<file path="config.mk">
export PLATFORM = sky130hd
export DESIGN_NAME = chdr_pkt_rr_arbiter
export DESIGN_NICKNAME = d
export VERILOG_FILES = /design/src/rtl/chdr_pkt_rr_arbiter.sv
export SDC_FILE = /design/constraint.sdc
export NUM_CORES = 1
export LEC_CHECK = 0
export ABC_AREA = 1
export BUFFER_PORTS_ARGS = -buffer_cell sky130_fd_sc_hd__buf_2
export CORE_AREA = 2 2 172 174
export DETAILED_ROUTE_END_ITERATION = 8
export DIE_AREA = 0 0 174 176
export GPL_TIMING_DRIVEN = 0
export HOLD_SLACK_MARGIN = 0.1
export PLACE_DENSITY = 0.72
export SETUP_SLACK_MARGIN = 0.05
export SLEW_MARGIN = 20
export SYNTH_ARGS = -nofsm -noshare
export SYNTH_HDL_FRONTEND = slang
export SYNTH_SLANG_ARGS = --single-unit
</file>
<file path="constraint.sdc">
create_clock -name clk -period 3.2 [get_ports clk]
set_input_delay 0.48 -clock clk [delete_from_list [all_inputs] [get_ports clk]]
set_output_delay 0.48 -clock clk [all_outputs]
set_load 0.02 [all_outputs]
</file>
<file path="src/rtl/chdr_pkt_rr_arbiter.sv">
// -----------------------------------------------------------------------------
// chdr_pkt_rr_arbiter
//
// Packet-atomic round-robin arbiter. Merges PORTS 64-bit CHDR streams onto a
// single stream. Once a port is granted, its whole packet is forwarded before
// any other port is considered. Each port has an enable bit and an optional
// header rewrite (SID in [31:0], per-port 12-bit seqnum in [59:48]), both
// programmed over the settings bus.
//
// Settings map: BASE+2p -> ctrl[p] (bit0 enable, bit1 rewrite)
//               BASE+2p+1 -> sid[p]
//
// Ports:
//   clk, reset            clock, asynchronous active-low reset
//   set_stb/addr/data     settings bus write
//   i_tdata/tlast/tvalid  input streams, port p in i_tdata[64p+63:64p]
//   i_tready              per-port ready, only the granted port can be ready
//   o_tdata/tlast/tvalid  merged output stream (pure mux, zero latency)
//   o_tready              downstream ready
//   grant                 index of granted port, meaningful while busy=1
//   busy                  a packet is in flight
// -----------------------------------------------------------------------------
module chdr_pkt_rr_arbiter #(
   parameter int unsigned PORTS = 4,
   parameter int unsigned BASE  = 8
) (
   input  logic                clk,
   input  logic                reset,
   input  logic                set_stb,
   input  logic [7:0]          set_addr,
   input  logic [31:0]         set_data,
   input  logic [64*PORTS-1:0] i_tdata,
   input  logic [PORTS-1:0]    i_tlast,
   input  logic [PORTS-1:0]    i_tvalid,
   output logic [PORTS-1:0]    i_tready,
   output logic [63:0]         o_tdata,
   output logic                o_tlast,
   output logic                o_tvalid,
   input  logic                o_tready,
   output logic [2:0]          grant,
   output logic                busy
);

   typedef enum logic [1:0] {StIdle, StHdr, StBody} state_e;

   state_e      r_state;
   state_e      w_state_nxt;
   logic [2:0]  r_grant;
   logic [2:0]  r_last;
   logic        r_busy;
   logic [1:0]  r_ctrl [PORTS];
   logic [31:0] r_sid  [PORTS];
   logic [11:0] r_seq  [PORTS];

   logic [PORTS-1:0] w_req;
   logic [PORTS-1:0] w_gnt_oh;
   logic [2:0]       w_pick;
   logic             w_found;
   int unsigned      w_dist;
   int unsigned      w_best;
   logic [63:0]      w_sel_data;
   logic             w_sel_last;
   logic             w_sel_valid;
   logic             w_sel_rw;
   logic [31:0]      w_sel_sid;
   logic [11:0]      w_sel_seq;
   logic             w_hs;

   // Requests are masked by the enable bit; disabled ports are simply never picked.
   always_comb begin
      w_req = '0;
      for (int p = 0; p < PORTS; p++) begin
         w_req[p] = i_tvalid[p] & r_ctrl[p][0];
      end
   end

   // Round robin: the requester with the smallest circular distance from last+1 wins.
   always_comb begin
      w_found = 1'b0;
      w_pick  = '0;
      w_dist  = 0;
      w_best  = PORTS;
      for (int p = 0; p < PORTS; p++) begin
         w_dist = (32'(p) + 2 * PORTS - 1 - 32'(r_last)) % PORTS;
         if (w_req[p] && (w_dist < w_best)) begin
            w_best  = w_dist;
            w_pick  = 3'(p);
            w_found = 1'b1;
         end
      end
   end

   // Select the granted port's stream and its settings.
   always_comb begin
      w_gnt_oh    = '0;
      w_sel_data  = '0;
      w_sel_last  = 1'b0;
      w_sel_valid = 1'b0;
      w_sel_rw    = 1'b0;
      w_sel_sid   = '0;
      w_sel_seq   = '0;
      for (int p = 0; p < PORTS; p++) begin
         if (r_grant == 3'(p)) begin
            w_gnt_oh[p] = 1'b1;
            w_sel_data  = i_tdata[64*p +: 64];
            w_sel_last  = i_tlast[p];
            w_sel_valid = i_tvalid[p];
            w_sel_rw    = r_ctrl[p][1];
            w_sel_sid   = r_sid[p];
            w_sel_seq   = r_seq[p];
         end
      end
   end

   // FSM next state and output mux.
   always_comb begin
      w_state_nxt = r_state;
      o_tdata     = '0;
      o_tlast     = 1'b0;
      o_tvalid    = 1'b0;
      i_tready    = '0;
      w_hs        = 1'b0;
      unique case (r_state)
         StIdle: begin
            if (w_found) w_state_nxt = StHdr;
         end
         StHdr: begin
            o_tvalid = w_sel_valid;
            o_tlast  = w_sel_last;
            o_tdata  = w_sel_rw ? {w_sel_data[63:60], w_sel_seq, w_sel_data[47:32], w_sel_sid}
                                : w_sel_data;
            i_tready = w_gnt_oh & {PORTS{o_tready}};
            w_hs     = w_sel_valid & o_tready;
            if (w_hs) w_state_nxt = w_sel_last ? StIdle : StBody;
         end
         StBody: begin
            o_tvalid = w_sel_valid;
            o_tlast  = w_sel_last;
            o_tdata  = w_sel_data;
            i_tready = w_gnt_oh & {PORTS{o_tready}};
            w_hs     = w_sel_valid & o_tready;
            if (w_hs && w_sel_last) w_state_nxt = StIdle;
         end
         default: w_state_nxt = StIdle;
      endcase
   end

   always_ff @(posedge clk or negedge reset) begin
      if (!reset) begin
         r_state <= StIdle;
         r_grant <= '0;
         r_busy  <= 1'b0;
         r_last  <= 3'(PORTS - 1);
      end else begin
         r_state <= w_state_nxt;
         if ((r_state == StIdle) && w_found) begin
            r_grant <= w_pick;
            r_busy  <= 1'b1;
         end
         // End of packet, including a 1-beat packet finishing in the header state.
         if ((r_state != StIdle) && w_hs && w_sel_last) begin
            r_last <= r_grant;
            r_busy <= 1'b0;
         end
      end
   end

   // Settings registers and per-port sequence numbers. A header beat coinciding
   // with a settings write sees the old values because both are registered here.
   always_ff @(posedge clk or negedge reset) begin
      if (!reset) begin
         for (int p = 0; p < PORTS; p++) begin
            r_ctrl[p] <= 2'b01;
            r_sid[p]  <= '0;
            r_seq[p]  <= '0;
         end
      end else begin
         for (int p = 0; p < PORTS; p++) begin
            if (set_stb && (set_addr == 8'(BASE + 2 * p))) r_ctrl[p] <= set_data[1:0];
            if (set_stb && (set_addr == 8'(BASE + 2 * p + 1))) r_sid[p] <= set_data;
            if ((r_state == StHdr) && w_hs && w_sel_rw && (r_grant == 3'(p))) begin
               r_seq[p] <= r_seq[p] + 12'd1;
            end
         end
      end
   end

   assign grant = r_grant;
   assign busy  = r_busy;

endmodule

</file>
==> results.cfg, run 1 <==
[outcome]
status = completed

[global_route]
antenna_found_initial = 2
grt_usage = 0.316
grt_start_max_net_pins = 102
grt.overflow.total = 0
grt_pass1_wl_mm = 73.7
grt_pass1_vias = 12600

[setup_path]
crit_end = o_tdata[9]
rrSetupSlack_ns = 0.32
cp.arrival_ns = 2.65
cp_data_required_time_ns = 2.72
r2r-end = grant[0]
reg2reg_depth = 23
path_class = reg -> out
reg2reg_from = r_ctrl[6]
end_kind = primary output
cp_max_fo = 10
start_kind = flip-flop
cp-startpoint = grant[0]

[sta]
setup_viol = 0
max-slew-margin-rel = 0.504
hold_violations = 0
timing.final.crit_share = 0.979
period_minus_slack_ns = 3.13
fin_tns_setup_ns = 0
drv_slew = 0
finalClockSkew_ns = 0.0122
max_freq_mhz = 319
tightest_slew_ns = 0.741
rsz0062_at_grt = true

[route]
drt_wl_total_mm = 49.8
drt_iter0_markers = 1336
avgViaCountPerCell = 5.63
wl_per_cell_um = 21.6
vias = 13000
dr.pass1.iters = 7
drc = 0
antenna_left = 0

[floorplanning]
die_x_um = 174
coreArea_um2 = 28500
rows = 62
start_util = 0.398
io_pins = 382
die_area_um2 = 30600
die-height_um = 176

[finish]
area_growth_pct = 30.5
drive_above_1_share = 0.288
fillers = 2844
post-route-util = 0.519
final_cells = 2309
layout.nets = 2228
fin_area_um2 = 14800

[logic_synthesis]
synth_area_leaders = dfrtp_1, nand2_1, o21ai_0
yosys_warnings = 0
synthesis.instances = 1498
synth-seq-cells = 191
synth_top_family_by_area = compound AO/OA/AOI/OAI gates
yosysSeqAreaShare = 0.422
syn_area_per_cell_um2 = 7.58
yosys.area_share.adder = 0.0110
yosysMostFrequentCell = nand2_1
yosys-top-cells-count = nand2_1, o21ai_0, dfrtp_1
yosys.area.top_type = dfrtp_1
synth_mux_area_frac = 0.0185
yosys_most_used_dff = dfrtp_1
synth_compound_area_frac = 0.241
netlist_area_um2 = 11400
synthDistinctLibCells = 45
synth_xor_area_frac = 0.0339
synth_top_area_frac = 0.408
synth_enable_flop_cells = 0
synthArstFlopShare = 1.00
synth_nets = 1816
synthSimpleGateAreaFrac = 0.201

[worst_hold_path]
min-delay-start = set_data[11]
min_path_type = in -> reg

[placement]
dp_hpwl_mm = 37.8
dpl-instance-area_um2 = 13800
place_congestion = 0.955
dp_cells = 2264
portBuffers = 380

[clocking]
clock_latency_ns = 0.45
clock_sinks = 191
cts_buffers = 17
ctsHtreeMaxLevel = 4
cts_tree = done
clockBufferDepth = 2
root_buffer = clkbuf_16
clk_pin_slew_worst_paths_ns = 0.08

[pwr]
p_sw_mw = 6.02
swShare = 0.509
combPwrFrac = 0.591
powerDensity_nw_per_um2 = 798
power_frac_seq = 0.230
vdd_drop_max_mv = 0.474
clkPwrFrac = 0.179
p_leak_nw = 7.28
internal_power_mw = 5.80

[flow_run]
drv_cap = 0
state kept, by name, summed over array words and instances, names as in the netlist:
register / count
r_sid: 128
r_seq: 48
r_ctrl: 8
grant: 2
r_last: 2
r_state: 2
busy: 1
power groups by stage:
stage | Sequential, mW | Combinational, mW | Clock, mW
finish | 2.72 | 6.98 | 2.12
global placement | 2.75 | 6.18 | 0
detailed placement | 2.76 | 6.22 | 0
CTS | 2.71 | 6.69 | 2.11
floorplan | 2.74 | 3.66 | 0
global route | 2.74 | 7.44 | 2.22
worst max-delay path, cell delays in order (launching register included):
cell and delay (ns):
dfrtp_1 0.44, buf_6 0.17, buf_4 0.14, nor2_4 0.20
buf_2 0.36, nand2_1 0.10, o2111ai_1 0.21, nand3_1 0.19
a21oi_4 0.23, buf_4 0.18
kinds of logic (layout without fill, tap and decap cells):
group | count (synthesis) | count (layout)
XOR/XNOR | 44 | 44
other | 1 | 3
AO/OA/AOI/OAI | 476 | 476
multiplexers | 17 | 17
AND/OR/NAND/NOR | 550 | 550
buffers and inverters | 209 | 634
adder cells (fa/ha/maj) | 10 | 10
flip-flops | 191 | 191
layout by cell type (no fill, tap or decap), types with 4 or more instances in the layout:
master,Yosys,routed
clkbuf_16,0,17
nand4_1,6,6
o21ai_1,3,16
a21oi_1,69,62
inv_6,0,5
or2_2,4,4
nor4_1,6,6
clkbuf_1,72,39
a221oi_1,28,28
nor3_2,7,7
nor3_1,14,14
nand3_1,39,38
dfrtp_1,185,184
o22ai_1,58,58
o221ai_1,7,5
nor2_1,54,53
mux2_2,12,12
clkbuf_4,0,8
mux2_4,5,5
o21bai_1,5,5
xnor2_1,8,8
ha_1,10,10
buf_8,0,6
o21ai_0,257,242
o211ai_1,34,34
o2111ai_1,7,7
buf_2,13,386
nand2_2,7,8
buf_6,1,7
clkbuf_2,0,14
dfstp_2,6,6
nand2_1,405,402
buf_4,2,22
xor2_1,36,35
inv_1,107,105
a21oi_2,0,6
metrics by stage:
stage	hold WS, ns	worst slack, ns	total power, mW
final	0.333	0.0664	11.8
after global routing	0.352	0.0134	12.4
after CTS	0.332	0.0344	11.5
after detailed placement	0.468	-0.520	8.98
after global placement	0.461	-1.46	8.94
after floorplan	0.184	0.500	6.40
final cells by class:
| class | count | area [um2] | area share |
|---|---|---|---|
| Inverter | 112 | 433 | 0.0292 |
| Antenna cell | 2 | 5.00 | 0.000338 |
| Tap cell | 384 | 480 | 0.0324 |
| Timing Repair Buffer | 393 | 2070 | 0.140 |
| Clock buffer | 18 | 429 | 0.0290 |
| Clock inverter | 14 | 146 | 0.00988 |
| Sequential cell | 191 | 4790 | 0.323 |
| Multi-Input combinational cell | 1098 | 5860 | 0.395 |
| Buffer | 97 | 611 | 0.0412 |
routing by layer:
layer / vias up / wire [um] / track usage / share of wire
li1: 5937 / - / - / -
met1: 6188 / 19100 / 0.399 / 0.38
met2: 743 / 23800 / 0.528 / 0.48
met3: 125 / 4800 / 0.0702 / 0.096
met4: 0 / 2070 / 0.127 / 0.042
met5: - / 0 / 0 / 0
how the worst min path moves through the flow:
stage	to	depth (start not counted)
global placement	r_sid[79]	2
global route	r_sid[79]	3
finish	r_sid[11]	3
detailed placement	r_sid[67]	2
floorplan	busy	0
CTS	r_sid[115]	3
what timing repair did:
| action | in CTS | in global routing |
|---|---|---|
| endpoints found under the setup margin | 65 | 56 |
| gates resized for setup | 105 | 58 |
| pin swaps | 3 | 1 |
| hold endpoints to repair | 100 | 0 |
| hold buffers | 1 | 0 |
| setup buffers | 8 | 2 |
No activity file was read; power rests on OpenSTA's default activity.
==> run 2: changes to the inputs <==
- CORE_AREA: 2 2 172 174 -> 2 2 151 153
- DIE_AREA: 0 0 174 176 -> 0 0 153 155
- HOLD_SLACK_MARGIN: 0.1 -> 0.15
- PLACE_DENSITY: 0.72 -> 0.88
==> results.cfg, run 2 (synthesis results as in run 1) <==
[setup_path]
path_cells = buf_6, nand2_1, buf_6, inv_6, buf_8, buf_6, nand2_1, o21ai_0, nand2_1, a21oi_2, buf_2
slowest_stage = dfrtp_2
cp_data_required_time_ns = 2.72
cp.arrival_ns = 2.66
end_kind = primary output
path_class = reg -> out
path_buf_inv = 6
path_delay_family = buffers and inverters
critPathMaxStageDelay_ns = 0.41
start_kind = flip-flop
cp_max_fo = 10

[clocking]
clk_pin_slew_worst_paths_ns = 0.08
cts_tree = done
clock_sinks = 191
root_buffer = clkbuf_16
ctsHtreeMaxLevel = 4
cts_buffers = 17
clockBufferDepth = 2
clock_latency_ns = 0.44

[route]
vias = 13500
drt_iter0_markers = 2043
wl_per_cell_um = 21.7
dr.pass1.iters = 6
drt_wl_total_mm = 47.9
antenna_left = 0
avgViaCountPerCell = 6.13
drc = 0

[sta]
max-slew-margin-rel = 0.479
setup_viol = 0
whs_ns = 0.343
finalClockSkew_ns = 0.00644
timing.final.crit_share = 0.983
rsz0062_at_grt = true
tightest_slew_ns = 0.781
max_freq_mhz = 318
fin_tns_setup_ns = 0
drv_slew = 0
hold_violations = 0
period_minus_slack_ns = 3.14

[finish]
area_growth_pct = 28.6
final_cells = 2205
largest-register = r_sid
fillers = 1921
drive_above_1_share = 0.287
layout.nets = 2225
antennaDiodeCount = 0
multi_input_area_um2 = 5840
largest_reg_flops = 128
final-seq-area_um2 = 4790
layout_common_cells = nand2_1, buf_2, o21ai_0
top_regs = r_sid x128, r_seq x48, r_ctrl x8
final_common_cell = nand2_1

[outcome]
status = completed

[global_route]
grt_pass1_wl_mm = 71.2
grt.overflow.total = 0
grt_start_max_net_pins = 102
grt_pass1_vias = 12700
grt_usage = 0.392
antenna_found_initial = 1

[floorplanning]
io_pins = 382
die_x_um = 153
die-height_um = 155
rows = 55
coreArea_um2 = 22200
die_area_um2 = 23700
start_util = 0.511

[flow_run]
drv_cap = 0

[placement]
dp_cells = 2164
dp_hpwl_mm = 35.8
place_congestion = 0.969
portBuffers = 380

[pwr]
total_power_mw = 11.7
vdd_drop_max_mv = 0.493
powerDensity_nw_per_um2 = 804
p_leak_nw = 7.27

[worst_hold_path]
min_path_type = in -> reg
==> run 2: changes by cell type in the layout (fill, tap and decap cells not counted), sizes merged <==
cell      delta
inv          -3
bufinv       +1
clkbuf       +5
clkinv       +3
clkinvlp     -2
buf          -7
diode        -2
==> run 2: final cells by class <==
cell class              count  share of cell area
multi-input cells        1098               0.400
flip-flops and latches    191               0.328
repair buffers            390               0.138
plain buffers              97              0.0395
clock buffers              19              0.0303
inverters                 112              0.0296
well taps                 285              0.0244
clock inverters            13              0.0101
==> run 2: worst paths after layout <==
kind                              start           to  slack (ns)  cells past startpoint
min in group asynchronous         reset    r_sid[68]        0.64                      2
hold reg to reg               r_sid[66]    r_sid[66]        0.49                      2
hold / removal             set_data[17]    r_sid[81]        0.34                      3
max in group asynchronous         reset    r_last[1]        1.61                      3
setup / recovery               grant[0]  o_tdata[52]        0.06                     11
setup reg to reg              r_last[1]     grant[0]        0.25                     21
==> run 2: tightest hold or removal path: cells and delay by family <==
| family | cells | cell delay (ns) |
|---|---|---|
| buffers and inverters | 2 | 0.17 |
| AOI/OAI and AO/OA | 1 | 0.09 |
==> run 2: what timing repair did <==
action	4_1_cts	5_1_grt
setup buffers	7	1
endpoints found under the hold margin	100	0
setup endpoints to repair	66	60
resized for setup	79	65
hold buffers	1	0
pin swaps	2	4
==> run 2: power breakdown <==
part	switching, mW	internal [mW]
Sequential	0.140	2.58
Combinational	4.76	2.10
Clock	1.03	1.13
Total	5.92	5.81
==> run 2: per-stage QoR <==
stage	worst slack (ns)	area, um2	utilization
floorplan	0.500	11400	-
detailed placement	-0.496	13700	0.614
CTS	0.0357	14500	0.652
global placement	-1.33	13600	0.612
global route	0.0162	14600	0.657
finish	0.0559	14600	0.657
==> run 2: per-layer routing <==
layer,part of all wire,global-route usage
met1,0.36,0.486
met3,0.10,0.0766
met4,0.065,0.226
met2,0.47,0.643
met5,0.00031,0
